### src/rtl/serial_adder.sv
// serial_adder: bit-serial ripple adder computing {cout,sum} = a + b + cin.
// One full-adder bit is resolved per clock, LSB first, through a registered
// carry flop. Operands are captured on start and the result is announced
// with a one-cycle done pulse. sum/cout hold the last result between runs.
module serial_adder #(
    parameter int WIDTH = 2
) (
    input  logic             clk,
    input  logic             rst,
    input  logic             start,
    input  logic [WIDTH-1:0] a,
    input  logic [WIDTH-1:0] b,
    input  logic             cin,
    output logic             busy,
    output logic             done,
    output logic [WIDTH-1:0] sum,
    output logic             cout
);

    localparam int CW = (WIDTH > 1) ? $clog2(WIDTH) : 1;

    localparam logic [0:0] IDLE = 1'b0;
    localparam logic [0:0] RUN  = 1'b1;

    logic [0:0]       state;
    logic [WIDTH-1:0] a_sh;
    logic [WIDTH-1:0] b_sh;
    logic [WIDTH-1:0] res_sh;
    logic             carry;
    logic [CW-1:0]    cnt;

    logic             s_bit;
    logic             c_next;
    logic [WIDTH-1:0] res_next;
    logic             last_bit;

    assign busy = (state == RUN);

    // Full-adder slice on the current LSBs plus the result register with the new bit entering at the MSB
    always_comb begin
        s_bit    = a_sh[0] ^ b_sh[0] ^ carry;
        c_next   = (a_sh[0] & b_sh[0]) | (carry & (a_sh[0] ^ b_sh[0]));
        res_next = res_sh >> 1;
        res_next[WIDTH-1] = s_bit;
        last_bit = (cnt == CW'(WIDTH - 1));
    end

    // Control FSM, operand shifting, carry flop and result/done registers
    always_ff @(posedge clk) begin
        if (rst) begin
            state  <= IDLE;
            a_sh   <= '0;
            b_sh   <= '0;
            res_sh <= '0;
            carry  <= 1'b0;
            cnt    <= '0;
            done   <= 1'b0;
            sum    <= '0;
            cout   <= 1'b0;
        end else begin
            done <= 1'b0;
            case (state)
                IDLE: begin
                    if (start) begin
                        a_sh  <= a;
                        b_sh  <= b;
                        carry <= cin;
                        cnt   <= '0;
                        state <= RUN;
                    end
                end
                RUN: begin
                    a_sh   <= a_sh >> 1;
                    b_sh   <= b_sh >> 1;
                    res_sh <= res_next;
                    carry  <= c_next;
                    cnt    <= cnt + 1'b1;
                    if (last_bit) begin
                        state <= IDLE;
                        sum   <= res_next;
                        cout  <= c_next;
                        done  <= 1'b1;
                    end
                end
                default: state <= IDLE;
            endcase
        end
    end

endmodule

### config.mk
export PLATFORM = sky130hd
export DESIGN_NAME = serial_adder
export DESIGN_NICKNAME = d
export VERILOG_FILES = /design/src/rtl/serial_adder.sv
export SDC_FILE = /design/constraint.sdc
export NUM_CORES = 1
export LEC_CHECK = 0
export ABC_AREA = 1
export CAP_MARGIN = 15
export CORE_AREA = 2 2 39 41
export DETAILED_ROUTE_END_ITERATION = 7
export DIE_AREA = 0 0 41 43
export HOLD_SLACK_MARGIN = 0.08
export MAX_ROUTING_LAYER = met4
export PLACE_DENSITY = 0.67
export RECOVER_POWER = 25
export SYNTH_ARGS = -nofsm -noshare
export SYNTH_HDL_FRONTEND = slang
export SYNTH_SLANG_ARGS = --single-unit
### constraint.sdc
create_clock -name clk -period 1.4 [get_ports clk]
set_input_delay 0.14 -clock clk [delete_from_list [all_inputs] [get_ports clk]]
set_output_delay 0.14 -clock clk [all_outputs]
set_load 0.01 [all_outputs]
* After elaboration in Yosys (flattened, before gate mapping)
Index checks and enable logic that the tools add are counted.
Word-level totals: flip-flop bits (word level) 13, output and inout bits 5, logic and storage cells 31, input port bits 8
Operators by class: equality and inequality tests 1, reductions and logical operators 2, bitwise logic cells 6, add/subtract/negate cells 1, muxes and demuxes 12
Operators with widths (count):
- 2-bit case mux with 2 select lines | 2
- 1-bit case mux with 2 select lines | 3
- 1-bit two-way mux | 5
- 2-bit two-way mux | 2
- 1-bit AND | 2
- 2-bit inequality test, second input constant | 1
- 2-bit AND reduction | 1
- 2-bit OR reduction | 1
- 1-bit bitwise XOR | 2
- 1-bit adder, second input constant | 1
- 1-bit inverter | 1
- 1-bit bitwise OR | 1

* Depth between registers and ports, before layout
depth after elaboration 4, mapped depth 6, gate-level depth less buffers 5

* Least setup slack after synthesis
No wires, ideal clock.
kind reg2reg, from register a_sh[0], to register sum[1], path buffers 0, cell stages (with the launch flop) 4, path slack 0.338 ns, data arrival time 0.988 ns, period minus slack after synthesis 1.062 ns, setup time 0.074 ns, required time 1.326 ns, cells stage by stage dfxtp_1 -> fa_1 -> inv_1 -> o21ai_0
Between the ends: cells in the longest elaborated chain, start to end 2
RTL lines:
- start: declaration | RTL line 26 | logic [WIDTH-1:0] a_sh;
- start signal: assignment | RTL line 73 | a_sh <= a_sh >> 1;
- 1-bit bitwise XOR (2 in a row) | RTL line 41 | s_bit = a_sh[0] ^ b_sh[0] ^ carry;
- named net s_bit | RTL line 32 | logic s_bit;
- end signal: assignment | RTL line 80 | sum <= res_next;
- end: declaration | RTL line 16 | output logic [WIDTH-1:0] sum,
The timed path passes the listed nets, and every way through them passes these cells. A chain may end at the register's enable or synchronous reset.

* Final worst setup path
from register sum[0], to output port sum[0]
No word-level cell between the ends.

==> impl_metrics.yaml <==
run_status:
  status: "completed"
worst_setup_path:
  crit_path_end: "sum[0]"
  worst_setup_path_start_kind: "register"
  cell_count_along_the_critical_path: 1
  crit_arrival_ns: 1.14
  crit_fanout: 2
  critPathCaptureType: "primary output"
  worst_flop_to_flop_path_endpoint: "carry"
  worstPathCellList: "clkdlybuf4s50_1"
  worst_setup_path_startpoint: "sum[0]"
  worst_ep_required_time_ns: 1.26
  reg2reg_setup_slack_ns: 0.28
  timing.critical_path.max_delay_family: "buffers and inverters"
  worst_path_largest_cell_delay_ns: 0.53
  critical-path-slowest-cell: "sky130_fd_sc_hd__clkdlybuf4s50_1"
  reg_to_reg_start: "a_sh[0]"
  worstSetupPathType: "register to primary output"
  ff2ff_path_depth: 5
  critical_path_buf_inv_count: 1
sta:
  skew_ns: 0.00622
  post-route-period-util_pct: 91.7
  finalWorstSetupSlack_ns: 0.117
  achievable-frequency_ghz: 0.779
  fin_tns_setup_ns: 0
  finalCriticalPeriod_ns: 1.28
  setup_viol: 0
  finalHoldViolCount: 0
  rsz0062_at_grt: "no"
  max_slew_margin_vs_limit_pct: 75.8
  timing.final.max_slew_violations: 0
  worst_pin_slew_ns: 0.361
clock_tree:
  clk_slew_on_worst_s_h_paths_ns: 0.08
  numCtsBuffers: 3
  cts_setup_buffers: 0
  root_buffer: "sky130_fd_sc_hd__clkbuf_4"
  ctsLongestPathBuffers: 2
  postCtsHoldBufs: 0
  worstSkewPairLatency_ns: 0.27
  cts_tree: "yes"
  clkSinkCount: 12
  post_cts.resized_instances: 0
  ctsHtreeMaxLevel: 1
die:
  starting_density_of_the_core_pct: 34.5
  core_um2: 1380
  dieWidth_um: 41
  io_pins: 13
  floorplan.die.height_um: 43
  row_count: 14
  floorplan.die_area_um2: 1760
synth:
  yosys-top-cells-area: "sky130_fd_sc_hd__dfxtp_1, sky130_fd_sc_hd__nand2_1, sky130_fd_sc_hd__nand3_1, sky130_fd_sc_hd__inv_1, sky130_fd_sc_hd__a21oi_1"
  synth_enable_flop_cells: 0
  postSynthNetCount: 70
  synthDominantAreaCellType: "sky130_fd_sc_hd__dfxtp_1"
  synth_area_per_cell_um2: 7.84
  synth.ff_latch_count: 12
  ys_dominant_reg_cell: "sky130_fd_sc_hd__dfxtp_1"
  netlist.area_leader.share_pct: 50.3
  mappedNetlistArea_um2: 478
  postSynth.asyncResetShare_pct: 0
  synth_sequential_area_ratio_pct: 50.3
  netlist_top_cells_count: "sky130_fd_sc_hd__nand2_1, sky130_fd_sc_hd__dfxtp_1, sky130_fd_sc_hd__nand3_1, sky130_fd_sc_hd__inv_1, sky130_fd_sc_hd__a21oi_1"
  ys.warnings.count: 0
  synthCells: 61
  synth_cell_type_count: 12
  library_cell_with_the_highest_instance_count_after_synthesis: "sky130_fd_sc_hd__nand2_1"
routing:
  dr.first_iter.drc_count: 6
  ant_nets: 0
  via_per_inst: 4.62
  routed_wirelength_um: 884
  vias: 430
  detail_route.first_pass.iterations: 4
  avgRoutedWirePerCell_um: 9.51
  post-route-drc-count: 0
hold_path:
  timing.hold.worst_path_depth: 3
  worst_hold_path_type: "input port to register"
pwr:
  power.static_leakage_nw: 0.301
  worst_ir_drop_vdd_v: 0.000640
  p_per_area_nw_per_um2: 1130
place:
  port_buffers: 12
  hpwl_um: 676
  worst_slack_placed_ns: 0.226
  post-place-cells: 89
  replace_congestion: 0.752
cells_and_area:
  drive_gt1_share_pct: 10.4
  area_delta_synth_final_pct: 34.6
  finish.cell_count_without_fillers: 93
  final_core_utilization_pct: 46.5
  num-nets-final: 87
  ant_diodes: 0
global_routing:
  grt_pass1_vias: 390
  overflow: 0
  grt_max_degree: 11
  grt_pass1_wl_mm: 1.48
  antenna_found_initial: 0
  grt.total_usage_pct: 13.1
run:
  max_cap_violations: 0
[flip-flops by register name, summed over array words and instances (netlist names)]
| signal | flops |
|---|---|
| b_sh | 2 |
| sum | 2 |
| busy | 1 |
| cout | 1 |
| carry | 1 |
| a_sh | 2 |
| res_sh | 1 |
| done | 1 |
| cnt | 1 |
[cells by family after synthesis]
family          synth area share (%)
simple gates                    30.6
fa+ha+maj                       4.19
flops                           50.3
compound gates                  6.28
buf+inv                         8.64
[cell type report]
cell class,instances,area (um2)
Fill cell,144,741
Sequential cell,12,240
Multi-Input combinational cell,40,189
Timing Repair Buffer,13,128
Clock buffer,4,36.3
Inverter,8,30.0
Tap cell,16,20.0
[tightest hold or removal path, stage by stage]
cell and delay [ns]:
sky130_fd_sc_hd__clkdlybuf4s50_1 0.39, sky130_fd_sc_hd__nand2_1 0.06, sky130_fd_sc_hd__a21oi_1 0.05
[metal layers]
layer / global-route usage (%) / up-vias / wire, um
met1: 15.5 / 187 / 406
met2: 17.2 / 14 / 404
li1: - / 225 / -
met5: - / - / 0
met4: 12.0 / 0 / 25
met3: 3.14 / 4 / 48
[stage by stage]
step / hold WS [ns] / area [um2] / power (W)
global route: 0.445 / 643 / 0.000761
detailed placement: 0.444 / 614 / 0.000465
floorplan: 0.209 / 478 / 0.000425
CTS: 0.410 / 651 / 0.000744
global placement: 0.425 / 614 / 0.000464
finish: 0.419 / 643 / 0.000728
[worst min-delay path by stage]
stage | end | startpoint | slack [ns]
after floorplan | a_sh[1] | rst | 0.21
after global placement | sum[0] | res_sh[1] | 0.43
after global routing | b_sh[1] | b[1] | 0.44
after CTS | b_sh[1] | b[1] | 0.41
after detailed placement | sum[0] | res_sh[1] | 0.44
final | b_sh[1] | b[1] | 0.42
[layout by cell type, fill, tap and decap left out]
cell type,netlist,routed
sky130_fd_sc_hd__nand2_1,20,20
sky130_fd_sc_hd__dfxtp_1,12,12
sky130_fd_sc_hd__clkdlybuf4s50_1,0,12
sky130_fd_sc_hd__nand3_1,10,10
sky130_fd_sc_hd__inv_1,6,6
sky130_fd_sc_hd__a21oi_1,4,4
sky130_fd_sc_hd__clkbuf_4,0,3
sky130_fd_sc_hd__nor2_1,1,2
sky130_fd_sc_hd__inv_2,2,2
sky130_fd_sc_hd__o21ai_0,2,2
sky130_fd_sc_hd__nor2_2,1,1
sky130_fd_sc_hd__fa_1,1,1
sky130_fd_sc_hd__clkbuf_8,0,1
sky130_fd_sc_hd__buf_4,0,1
[where the power goes]
part           total (W)  switching, W  internal (W)
logic          0.0000852     0.0000422     0.0000430
registers       0.000368     0.0000101      0.000358
clock network   0.000275      0.000117      0.000158
(Power assumes the default switching activity.)
